==> src/rtl/password_entry_fsm_if.sv <==
// -----------------------------------------------------------------------------
// password_entry_fsm_if
// Handshake bundle between a character source / result consumer and the
// password entry FSM.
//   char_in    [7:0]  ASCII character from the source
//   char_valid        char_in valid
//   char_ready        FSM accepts a character this cycle
//   enter             submit strobe
//   data_out   [7:0]  result byte ('O' grant, 'X' deny)
//   sel               demux select: 0 grant path, 1 deny path
//   out_valid         one-cycle pulse qualifying data_out/sel
//   fail_count [2:0]  consecutive failure count
//   locked            lockout active
// Modports: master = source/consumer side, slave = FSM side.
// -----------------------------------------------------------------------------
interface password_entry_fsm_if;
    logic [7:0] char_in;
    logic       char_valid;
    logic       char_ready;
    logic       enter;
    logic [7:0] data_out;
    logic       sel;
    logic       out_valid;
    logic [2:0] fail_count;
    logic       locked;

    modport master (
        output char_in, char_valid, enter,
        input  char_ready, data_out, sel, out_valid, fail_count, locked
    );

    modport slave (
        input  char_in, char_valid, enter,
        output char_ready, data_out, sel, out_valid, fail_count, locked
    );
endinterface

==> src/rtl/password_entry_fsm.sv <==
// -----------------------------------------------------------------------------
// password_entry_fsm
// Collects ASCII characters over a valid/ready handshake and, on an enter
// strobe, compares them against a stored password. Produces one result byte
// plus a demux select for the downstream grant/deny paths and tracks
// consecutive failures.
//
// Ports:
//   clk   rising-edge clock
//   rst   synchronous active-high reset
//   bus   password_entry_fsm_if.slave (char_in/char_valid/char_ready/enter in,
//         data_out/sel/out_valid/fail_count/locked out)
//
// Optional build macro: PASSWORD_LOCKOUT_EN
//   defined   -> reaching MAX_FAILS failures locks entry for LOCK_CYCLES cycles
//   undefined -> fail_count saturates at MAX_FAILS, locked tied low
// -----------------------------------------------------------------------------
module password_entry_fsm #(
    parameter int          PW_LEN      = 4,
    parameter logic [63:0] PASSWORD    = 64'h0000_0000_3132_3334,
    parameter int          MAX_FAILS   = 3,
    parameter int          LOCK_CYCLES = 16
) (
    input logic                  clk,
    input logic                  rst,
    password_entry_fsm_if.slave  bus
);

    localparam logic [3:0] PW_LEN_C    = 4'(PW_LEN);
    localparam logic [2:0] MAX_FAILS_C = 3'(MAX_FAILS);

`ifdef PASSWORD_LOCKOUT_EN
    typedef enum logic [2:0] {S_IDLE, S_COLLECT, S_CHECK, S_RESULT, S_LOCK} state_t;
    localparam int LOCK_W = $clog2(LOCK_CYCLES + 1);
    logic [LOCK_W-1:0] lock_cnt_q, lock_cnt_d;
`else
    typedef enum logic [2:0] {S_IDLE, S_COLLECT, S_CHECK, S_RESULT} state_t;
`endif

    state_t      state_q, state_d;
    logic [63:0] buf_q, buf_d;
    logic [3:0]  cnt_q, cnt_d;
    logic        ovl_q, ovl_d;
    logic [7:0]  data_q, data_d;
    logic        sel_q, sel_d;
    logic [2:0]  fail_q, fail_d;
    logic        char_ready_q, char_ready_d;
    logic        out_valid_q, out_valid_d;
    logic        locked_q, locked_d;
    logic        accept;
    logic        match;

    assign accept = bus.char_valid && char_ready_q;

    // Only the low PW_LEN bytes of the buffer ever receive characters, so the
    // compare looks at that slice; overlong entries are caught via ovl_q.
    assign match = (cnt_q == PW_LEN_C) && !ovl_q &&
                   (buf_q[8*PW_LEN-1:0] == PASSWORD[8*PW_LEN-1:0]);

    always_comb begin
        state_d    = state_q;
        buf_d      = buf_q;
        cnt_d      = cnt_q;
        ovl_d      = ovl_q;
        data_d     = data_q;
        sel_d      = sel_q;
        fail_d     = fail_q;
`ifdef PASSWORD_LOCKOUT_EN
        lock_cnt_d = lock_cnt_q;
`endif
        case (state_q)
            S_IDLE, S_COLLECT: begin
                if (accept) begin
                    if (cnt_q < PW_LEN_C) begin
                        buf_d = {buf_q[55:0], bus.char_in};
                        cnt_d = cnt_q + 4'd1;
                    end else begin
                        ovl_d = 1'b1;
                    end
                    state_d = S_COLLECT;
                end
                // A character accepted alongside enter is already in buf_d,
                // so it takes part in the compare next cycle.
                if (bus.enter) begin
                    state_d = S_CHECK;
                end
            end
            S_CHECK: begin
                // Result fields are registered here so they are stable for
                // the whole out_valid cycle.
                if (match) begin
                    data_d = 8'h4F;
                    sel_d  = 1'b0;
                    fail_d = 3'd0;
                end else begin
                    data_d = 8'h58;
                    sel_d  = 1'b1;
                    fail_d = (fail_q >= MAX_FAILS_C) ? fail_q : fail_q + 3'd1;
                end
                state_d = S_RESULT;
            end
            S_RESULT: begin
                buf_d   = '0;
                cnt_d   = '0;
                ovl_d   = 1'b0;
                state_d = S_IDLE;
`ifdef PASSWORD_LOCKOUT_EN
                if (sel_q && (fail_q == MAX_FAILS_C)) begin
                    state_d    = S_LOCK;
                    lock_cnt_d = LOCK_W'(LOCK_CYCLES - 1);
                end
`endif
            end
`ifdef PASSWORD_LOCKOUT_EN
            S_LOCK: begin
                if (lock_cnt_q == '0) begin
                    state_d = S_IDLE;
                    fail_d  = 3'd0;
                end else begin
                    lock_cnt_d = lock_cnt_q - LOCK_W'(1);
                end
            end
`endif
            default: state_d = S_IDLE;
        endcase

        // Status outputs are registered from the next state so that they
        // read 0 throughout reset and rise one cycle after release.
        char_ready_d = (state_d == S_IDLE) || (state_d == S_COLLECT);
        out_valid_d  = (state_d == S_RESULT);
`ifdef PASSWORD_LOCKOUT_EN
        locked_d     = (state_d == S_LOCK);
`else
        locked_d     = 1'b0;
`endif
    end

    always_ff @(posedge clk) begin
        if (rst) begin
            state_q      <= S_IDLE;
            buf_q        <= '0;
            cnt_q        <= '0;
            ovl_q        <= 1'b0;
            data_q       <= 8'h00;
            sel_q        <= 1'b0;
            fail_q       <= 3'd0;
            char_ready_q <= 1'b0;
            out_valid_q  <= 1'b0;
            locked_q     <= 1'b0;
`ifdef PASSWORD_LOCKOUT_EN
            lock_cnt_q   <= '0;
`endif
        end else begin
            state_q      <= state_d;
            buf_q        <= buf_d;
            cnt_q        <= cnt_d;
            ovl_q        <= ovl_d;
            data_q       <= data_d;
            sel_q        <= sel_d;
            fail_q       <= fail_d;
            char_ready_q <= char_ready_d;
            out_valid_q  <= out_valid_d;
            locked_q     <= locked_d;
`ifdef PASSWORD_LOCKOUT_EN
            lock_cnt_q   <= lock_cnt_d;
`endif
        end
    end

    assign bus.char_ready = char_ready_q;
    assign bus.data_out   = data_q;
    assign bus.sel        = sel_q;
    assign bus.out_valid  = out_valid_q;
    assign bus.fail_count = fail_q;
    assign bus.locked     = locked_q;

endmodule

==> src/flat_wrapper.sv <==
// flat-port wrapper written by rule: the top's interface ports become plain ports
module password_entry_fsm_flat 
#(
    parameter int          PW_LEN      = 4,
    parameter logic [63:0] PASSWORD    = 64'h0000_0000_3132_3334,
    parameter int          MAX_FAILS   = 3,
    parameter int          LOCK_CYCLES = 16
)
  (clk, rst, bus_char_in, bus_char_valid, bus_enter, bus_char_ready, bus_data_out, bus_sel, bus_out_valid, bus_fail_count, bus_locked);
  password_entry_fsm_if bus_i ();
  input logic clk;
  input logic rst;
  input wire logic [$bits(bus_i.char_in)-1:0] bus_char_in;
  input wire logic [$bits(bus_i.char_valid)-1:0] bus_char_valid;
  input wire logic [$bits(bus_i.enter)-1:0] bus_enter;
  output wire logic [$bits(bus_i.char_ready)-1:0] bus_char_ready;
  output wire logic [$bits(bus_i.data_out)-1:0] bus_data_out;
  output wire logic [$bits(bus_i.sel)-1:0] bus_sel;
  output wire logic [$bits(bus_i.out_valid)-1:0] bus_out_valid;
  output wire logic [$bits(bus_i.fail_count)-1:0] bus_fail_count;
  output wire logic [$bits(bus_i.locked)-1:0] bus_locked;
  assign bus_i.char_in = bus_char_in;
  assign bus_i.char_valid = bus_char_valid;
  assign bus_i.enter = bus_enter;
  assign bus_char_ready = bus_i.char_ready;
  assign bus_data_out = bus_i.data_out;
  assign bus_sel = bus_i.sel;
  assign bus_out_valid = bus_i.out_valid;
  assign bus_fail_count = bus_i.fail_count;
  assign bus_locked = bus_i.locked;
  password_entry_fsm #(.PW_LEN(PW_LEN), .PASSWORD(PASSWORD), .MAX_FAILS(MAX_FAILS), .LOCK_CYCLES(LOCK_CYCLES)) u_core (.clk(clk), .rst(rst), .bus(bus_i));
endmodule
==> config.mk <==
export PLATFORM = sky130hd
export DESIGN_NAME = password_entry_fsm_flat
export DESIGN_NICKNAME = d
export VERILOG_FILES = /design/src/rtl/password_entry_fsm_if.sv /design/src/rtl/password_entry_fsm.sv /design/src/flat_wrapper.sv
export SDC_FILE = /design/constraint.sdc
export NUM_CORES = 1
export LEC_CHECK = 0
export ABC_AREA = 1
export CORE_MARGIN = 2
export CORE_UTILIZATION = 51
export CTS_BUF_LIST = sky130_fd_sc_hd__clkbuf_8
export DETAILED_ROUTE_END_ITERATION = 8
export PLACE_DENSITY_LB_ADDON = 0.08
export SLEW_MARGIN = 30
export SYNTH_ARGS = -nofsm -noshare
export SYNTH_HDL_FRONTEND = slang
export SYNTH_SLANG_ARGS = --single-unit
==> constraint.sdc <==
create_clock -name clk -period 1.2 [get_ports clk]
set_input_delay 0.36 -clock clk [delete_from_list [all_inputs] [get_ports clk]]
set_output_delay 0.36 -clock clk [all_outputs]
set_load 0.01 [all_outputs]
Yosys cells after proc, flatten, opt, wreduce, memory -nomap -nowiden
Index checks and enable logic that the tools add are counted.
{"block": "classes", "div_mod_pow": 0, "shifts": 0, "eq_ne": 11, "bitwise_logic": 0, "n_addsub": 2, "mul": 0, "magnitude_cmp": 2, "n_reduce_logical": 12, "muxes": 16}
{"cell": "$mux W32", "n": 2}
{"cell": "$pmux W32 S2", "n": 1}
{"cell": "$eq A32 B30 Y1 const B", "n": 1}
{"cell": "$mux W3", "n": 4}
{"cell": "$eq A3 B2 Y1 const B", "n": 3}
{"cell": "$mux W4", "n": 2}
{"cell": "$pmux W4 S2", "n": 1}
{"cell": "$eq A3 B1 Y1 const B", "n": 2}
{"cell": "$logic_not A3 Y1", "n": 2}
{"cell": "$ne A2 B1 Y1 const B", "n": 3}
{"cell": "$pmux W3 S2", "n": 1}
{"cell": "$reduce_and A3 Y1", "n": 2}
{"cell": "$mux W5", "n": 1}
{"cell": "$add A4 B1 Y4 const B", "n": 1}
{"cell": "$eq A4 B3 Y1 const B", "n": 1}
{"cell": "$lt A4 B3 Y1 const B", "n": 1}
{"cell": "$add A3 B1 Y3 const B", "n": 1}
{"cell": "$ge A3 B2 Y1 const B", "n": 1}
{"cell": "$logic_and A1 B1 Y1", "n": 3}
{"cell": "$mux W1", "n": 3}
{"cell": "$ne A2 B2 Y1 const B", "n": 1}
{"cell": "$pmux W1 S2", "n": 1}
{"cell": "$reduce_and A2 Y1", "n": 1}
{"cell": "$reduce_bool A2 Y1", "n": 1}
{"cell": "3 further kinds", "n": 3}
{"block": "totals", "input_bits": 12, "mem_bits_ro": 0, "mem_bits_rw": 0, "ff_bits": 54, "latchBits": 0, "word_cells": 52, "output_inout_bits": 15, "memories": 0}

Depth between registers and ports, before layout
Gate-level depths: netlist of the first run.
{"block": "depth", "word_depth": 6, "depth_mapped": 11, "mapped_depth_nobuf": 11}

Worst setup path after synthesis of the first run
No wires, ideal clock.
{"block": "synth_timing", "kind": "register -> register", "startpoint": "register u_core.fail_q[0], in the netlist u_core.bus.fail_count[0]", "endpoint": "register u_core.fail_q[0], in the netlist u_core.bus.fail_count[0]", "t_required_ns": 1.085, "setup_slack_ns": -0.178, "path_buffers": 0, "arrival_time_ns": 1.263, "stages_incl_launch_ff": 9, "setup_time_ns": 0.115, "period_less_slack_ns": 1.378, "cell_sequence": "dfxtp_1 ha_1 ha_1 a21oi_1 nand2_1 nor2_2 inv_1 a21oi_1 nor2_1"}
{"block": "synth_via", "elab_chain_len": 3, "word_cells_on_any_way": 6, "cone_classes": "add/sub: 1; order compare: 1; eq/ne: 1; mux: 2; reduce/logical: 1"}
{"element": "start, declared", "line": "password_entry_fsm.sv:46", "rtl": "logic [2:0] fail_q, fail_d;"}
{"element": "start signal, assigned", "line": "password_entry_fsm.sv:160", "rtl": "fail_q <= fail_d;"}
{"element": "$add A3 B1 Y3 / $ge A3 B2 Y1 (equally long branches)", "line": "password_entry_fsm.sv:98", "rtl": "fail_d = (fail_q >= MAX_FAILS_C) ? fail_q : fail_q + 3'd1;"}
{"element": "$mux W3 / $ne A2 B1 Y1 (equally long branches)"}
{"element": "$mux W3 / $reduce_and A2 Y1 (equally long branches)"}
Parallel ways exist; a longest one is shown, timed or not. The select of a mux whose other input is x is not followed.
A chain may end at the register's enable or synchronous reset.

Final worst setup path of the first run
{"block": "layout_timing", "startpoint": "register u_core.cnt_q[3]", "endpoint": "register u_core.buf_q[18]"}
{"block": "layout_via", "elab_chain_len": 3}
{"element": "start, declared", "line": "password_entry_fsm.sv:42", "rtl": "logic [3:0] cnt_q, cnt_d;"}
{"element": "start signal, assigned", "line": "password_entry_fsm.sv:156", "rtl": "cnt_q <= cnt_d;"}
{"element": "$lt A4 B3 Y1", "line": "password_entry_fsm.sv:74", "rtl": "if (cnt_q < PW_LEN_C) begin"}
{"element": "$ne A2 B1 Y1 (no line)"}
{"element": "$reduce_and A3 Y1 (no line)"}
{"element": "end signal, assigned", "line": "password_entry_fsm.sv:155", "rtl": "buf_q <= buf_d;"}
{"element": "end, declared", "line": "password_entry_fsm.sv:41", "rtl": "logic [63:0] buf_q, buf_d;"}
Every way passes these cells.

==> results.md, run 1 <==
* Synth top area cells: dfxtp_1, nor2_1, a21oi_2
* Worst Path Max Fanout at 5
* Fillers at 138
* Yosys top cell by area: dfxtp_1
* Drt via density at 6.07
* Chip width at 68.8 µm
* First-pass GRT wire length at 12,200 µm
* Synth Flop Type: dfxtp_1
* Clk Latency, worst-skew pair at 0.32 ns
* TritonCTS clock tree: yes
* Drt wl/cell at 22.9 µm
* Largest net degree at the start of global routing at 17
* Distinct cells, synth at 27
* Worst setup path category: reg2reg
* RSZ-0062 raised after global routing: yes
* Final hold viol count at 0
* Ys Warns at 0
* Total power at 4040 µW
* GRT Total Usage at 0.365
* Die Height at 68.8 µm
* Final Worst Setup Slack at -0.441 ns
* Clock buffer count from CTS at 5
* Top-level port count at 27
* Crit-path cells: inv_2 -> nand2_2 -> o21ai_2 -> nand2_4 -> inv_8 -> buf_6 -> nor2_4 -> clkbuf_16 -> a21oi_2 -> nor2_1
* Placeable Area at 0.00403 mm²
* CTS Hold Bufs at 0
* Utilization after layout at 0.909
* DRT Wirelength at 9830 µm
* Crit path DAT at 1.86 ns
* Drt drc at 0
* Initial DRC Count at 394
* Power Density at 1100 mW/mm²
* Peak Freq at 609 MHz
* Final ANT Viol Nets at 0
* Critical Path RT at 1.42 ns
* Clock-pin transition on the worst setup and hold timing paths at 0.10 ns
* Drt pass-1 iters at 5
* Critical-path top delay cell: dfxtp_2
* Cell with the most instances after synthesis: nor2_1
* H-tree depth at 2
* Tmin final at 1.64 ns
* Row cnt at 23
* MaxCap Viol Count at 0
* Mapped Area at 0.00214 mm²
* Root buffer cell: clkbuf_8
* Syn_area_per_cell at 7.83 µm²
* Most common library cells after synthesis: nor2_1, dfxtp_1, a21oi_1
* Min-delay worst type: reg2reg
* WP buf/inv at 4
* EDFF count, synth at 0
* Maximum clock insertion buffer count at 2
* Status: finished with violations
* Worst setup startpoint: u_core.cnt_q[3]
* HPWL after detailed placement at 3240 µm
* Fraction of layout cells with a size suffix above 1 at 0.574
* Setup Viol. Count Final at 46
* Overflow after GRT at 0
* Slowest stage delay, CP at 0.36 ns
* TritonCTS Sinks at 48
* Register area share after synthesis at 0.448
* Crit path max-delay family: buffers and inverters
* Nets@finish at 394
* Period utilization at 1.37
* Share of the synthesized area in the top cell type at 0.448
* Clock Skews at 0.00871 ns
* IO buf count at 23
* Static leakage at 0.00156 µW
* Max IR drop VDD at 1.00 mV
* Synthesis-to-finish area growth at 70.8%
* Startpoint Class: flip-flop
* Slew Viols, Final at 0
* GPL Wtd Cong at 0.769
* Initial Utilization at 0.532
* Die ar. at 0.00474 mm²
* Synthesized netlist cell count at 274
* Hold Crit Start: u_core.bus.data_out[4]
* Via Count at 2,606
* Violated checks: setup timing
* Post-synthesis async set-or-reset flop share at 0
* Vias in the first global route at 2,374
* Initial antenna violation count at 1
* Crit path capture type: flip-flop
* Number of synthesized register bits at 48
* Reg2reg start: u_core.cnt_q[3]
==> per-layer routing <==
metal | GRT usage | routed length, µm
met1 | 0.440 | 3510
met2 | 0.606 | 4580
met3 | 0.0877 | 967
met4 | 0.181 | 770
met5 | 0 | 0
==> cell type report <==
cell class | instances | area, µm² | share of cell area
multi-input combinational | 182 | 1330 | 0.364
timing repair buffer | 108 | 1060 | 0.291
sequential | 48 | 986 | 0.269
inverter | 33 | 136 | 0.0372
clock buffer | 5 | 68.8 | 0.0188
tap | 50 | 62.6 | 0.0171
clock inverter | 2 | 8.76 | 0.00239
antenna | 1 | 2.50 | 0.000683
==> state kept, by name, summed over array words and instances, names as in the netlist <==
signal and flops:
u_core.state_q 3, u_core.ovl_q 1, u_core.buf_q 32, u_core.bus.fail_count 3, u_core.bus.data_out 3, u_core.cnt_q 4, u_core.bus.char_ready 1, u_core.bus.out_valid 1
==> timing repair <==
item	4_1_cts	5_1_grt
cloned	9	0
setup buffers	19	9
endpoints found under the setup margin	57	49
pin swaps	11	18
resized for setup	120	44
==> worst register-to-register path: cells and delay by family, from the launching register on <==
family                 cells  cell delay [ns]
buffers and inverters      4             0.44
AOI/OAI and AO/OA          2             0.41
and+or+nand+nor            4             0.34
DFF                        1             0.36
==> placed cells by master, fill, tap and decap left out, types with 6 or more instances in the layout <==
master / n
buf_4: 58
nor2_1: 52
a21oi_2: 39
dfxtp_1: 34
nand2_1: 24
inv_1: 22
buf_6: 15
a21oi_4: 13
buf_2: 11
dfxtp_2: 11
inv_2: 9
clkdlybuf4s50_1: 9
nand2_2: 7
nor2_2: 6
==> kinds of logic (layout without fill, tap and decap cells) <==
| kind of cell | Yosys count | count (layout) | share of synthesized area |
|---|---|---|---|
| other | 1 | 5 | 0.00175 |
| AO/OA/AOI/OAI | 61 | 61 | 0.183 |
| AND/OR/NAND/NOR | 110 | 113 | 0.223 |
| adder cells (fa/ha/maj) | 4 | 4 | 0.0233 |
| buffers and inverters | 50 | 148 | 0.121 |
| flip-flops | 48 | 48 | 0.448 |
==> where the power goes <==
group | leakage, µW | total (µW) | switching [µW] | internal [µW]
Sequential | 0.000399 | 1810 | 98.1 | 1710
Combinational | 0.00112 | 1240 | 644 | 591
Clock | 0.0000452 | 995 | 605 | 391
==> per-stage QoR <==
step                setup TNS, ns  instances  instance area (µm²)  hold WS [ns]  worst slack, ns
floorplan                  -0.556        277                 2280         0.420          -0.0977
global placement           -23.21        386                 2850         0.435           -0.630
detailed placement         -24.03        386                 2850         0.440           -0.679
CTS                         -4.08        421                 3460         0.455           -0.172
global route               -15.51        428                 3660         0.513           -0.532
finish                     -14.08        429                 3660         0.489           -0.441
==> final timing paths <==
kind	slack, ns	depth (start not counted)	to
max	-0.44	10	u_core.buf_q[18]
max reg2reg	-0.44	10	u_core.buf_q[18]
min reg2reg	0.49	2	u_core.bus.data_out[4]
min	0.49	2	u_core.bus.data_out[4]
No activity file was read; power rests on OpenSTA's default activity.
==> run 2, diff against run 1 <==
==> constraint.sdc (replaced) <==
create_clock -name clk -period 1.2 [get_ports clk]
set_input_delay 0.24 -clock clk [delete_from_list [all_inputs] [get_ports clk]]
set_output_delay 0.24 -clock clk [all_outputs]
set_load 0.01 [all_outputs]
==> run 2 against run 1 <==
  * The run still ends with setup timing left
  * Worst setup slack improved by 0.024 ns
  * Clock skew increased by 0.0079 ns
  * First-iteration DRC count decreased by 26%
  * Worst hold slack improved by 0.012 ns
  * Clock power increased by 36%
  * Power increased by 10%
  * Via count increased by 0.81%
  * Highest routed layer unchanged
  * Die area unchanged
  * Utilization increased by 1.2 points
  * Cell count decreased by 0.70%
==> results.md, run 2 (synthesis gave the netlist of run 1 again) <==
* Status: finished with violations
* Violated checks: setup timing
* CP most frequent cell: nand2_1
* Placeable Area at 0.00403 mm²
* Drt drc at 0
* Nets@finish at 391
* Met1 global-route usage at 0.430
* Multi-input logic area at 0.00132 mm²
* Crit path capture type: flip-flop
* DRT Wirelength at 10,300 µm
* Slowest stage delay, CP at 0.34 ns
* Commonest non-fill, non-tap cells in the layout: buf_4, nor2_1, dfxtp_1, a21oi_2, nand2_1
* Maximum clock insertion buffer count at 2
* RSZ-0062 raised after global routing: yes
* Worst setup path category: reg2reg
* Critical Path RT at 1.42 ns
* CTS Hold Bufs at 0
* Hold slack at 0.501 ns
* Drt pass-1 iters at 5
* TritonCTS clock tree: yes
* Chip width at 68.8 µm
* Max IR drop VDD at 0.903 mV
* Drt via density at 6.17
* Clk Latency, worst-skew pair at 0.33 ns
* Setup Viol. Count Final at 43
* Utilization after layout at 0.921
* Reg with most FFs: u_core.buf_q
* Peak Freq at 618 MHz
* Met2 Use GR at 0.575
* Period utilization at 1.35
* MaxCap Viol Count at 0
* Via Count at 2,627
* First-pass GRT wire length at 11,900 µm
* Crit path DAT at 1.83 ns
* Synthesis-to-finish area growth at 73.1%
* Initial Utilization at 0.532
* Initial antenna violation count at 0
* Die Height at 68.8 µm
* IO buf count at 23
* HPWL after detailed placement at 3190 µm
* Clock-pin transition on the worst setup and hold timing paths at 0.11 ns
* Slew Viols, Final at 0
* Most common cell after layout, fill and taps aside: buf_4
* Root buffer cell: clkbuf_8
* Clock Skews at 0.0166 ns
* GRT Total Usage at 0.354
* Crit path max-delay family: simple AND/OR/NAND/NOR gates
* Tmin final at 1.62 ns
* Row cnt at 23
* Startpoint Class: flip-flop
* Power Density at 1200 mW/mm²
* H-tree depth at 2
* ANT cells at 0
* GPL Wtd Cong at 0.753
* Top-level port count at 27
* Final ANT Viol Nets at 0
* Drt wl/cell at 24.1 µm
* Overflow after GRT at 0
* Fraction of layout cells with a size suffix above 1 at 0.551
* Vias in the first global route at 2,365
* Largest net degree at the start of global routing at 17
* TritonCTS Sinks at 48
* Final hold viol count at 0
* Biggest regs: u_core.buf_q x32, u_core.cnt_q x4
* Die ar. at 0.00474 mm²
* Min-delay worst type: reg2reg
* Top Usage Layer GRT: met2
* Fillers at 130
* Initial DRC Count at 292
* Sequential Area at 982 µm²
* Worst Path Max Fanout at 3
* Clock buffer count from CTS at 5
* WP buf/inv at 3
* GR Util met3 at 0.0812
* Critical-path top delay cell: dfxtp_2
* Crit-path cells: inv_2 -> ha_4 -> inv_2 -> nor2_1 -> nand2_1 -> buf_4 -> nor2_1 -> nand3_1 -> nand2_1 -> nand2_1 -> nand2_1 -> nor2_1
* Final Worst Setup Slack at -0.417 ns
* Static leakage at 0.00157 µW
* Max FFs per register at 32
==> run 2: changes by cell type in the layout (fill, tap and decap cells not counted), sizes merged <==
cell,delta
clkdlybuf4s50,+1
dlygate4sd2,+1
clkbuf,+6
bufbuf,-1
diode,-1
nor2,-2
bufinv,+1
buf,-10
clkdlybuf4s15,+4
clkinv,-1
inv,-1
==> run 2: cell type report <==
class / instances / share of cell area
multi-input combinational: 180 / 0.356
timing repair buffer: 107 / 0.291
sequential: 48 / 0.265
inverter: 33 / 0.0374
clock buffer: 7 / 0.0260
tap: 50 / 0.0169
clock inverter: 1 / 0.00809
==> run 2: report_power, final <==
part	switching (µW)	total [µW]	internal, µW	leakage (µW)
Clock	616	1350	737	0.0000645
Combinational	660	1290	626	0.00111
Sequential	106	1820	1710	0.000398
Total	1380	4460	3070	0.00157
==> run 2: routing by layer <==
layer,vias up,part of all wire
met1,1232,0.36
met5,-,0
met3,83,0.10
met4,0,0.083
met2,246,0.45
li1,1066,-
==> run 2: tightest hold or removal path: cells and delay by family (launching register included) <==
family	cells	cell delay [ns]
DFF	1	0.36
and+or+nand+nor	2	0.12
==> run 2: worst paths after layout <==
check / startpoint / to / slack (ns) / depth (start not counted)
max: u_core.cnt_q[0] / u_core.bus.fail_count[0] / -0.42 / 12
min: u_core.buf_q[30] / u_core.buf_q[30] / 0.50 / 2
max reg2reg: u_core.cnt_q[0] / u_core.bus.fail_count[0] / -0.42 / 12
min reg2reg: u_core.buf_q[30] / u_core.buf_q[30] / 0.50 / 2
==> run 2: per-stage QoR <==
stage	std cells	setup slack [ns]	setup TNS, ns	area (µm²)	power [µW]
floorplan	277	-0.0977	-0.629	2270	2250
global placement	386	-0.516	-17.97	2830	2530
detailed placement	386	-0.552	-18.58	2830	2550
CTS	420	-0.267	-4.17	3480	4070
global route	426	-0.513	-12.70	3710	4540
finish	426	-0.417	-10.99	3710	4460
==> run 2: repair_timing <==
item	CTS	global route
cloned	8	0
setup buffers	18	10
pin swaps	28	22
setup endpoints to repair	56	56
gates resized for setup	79	65
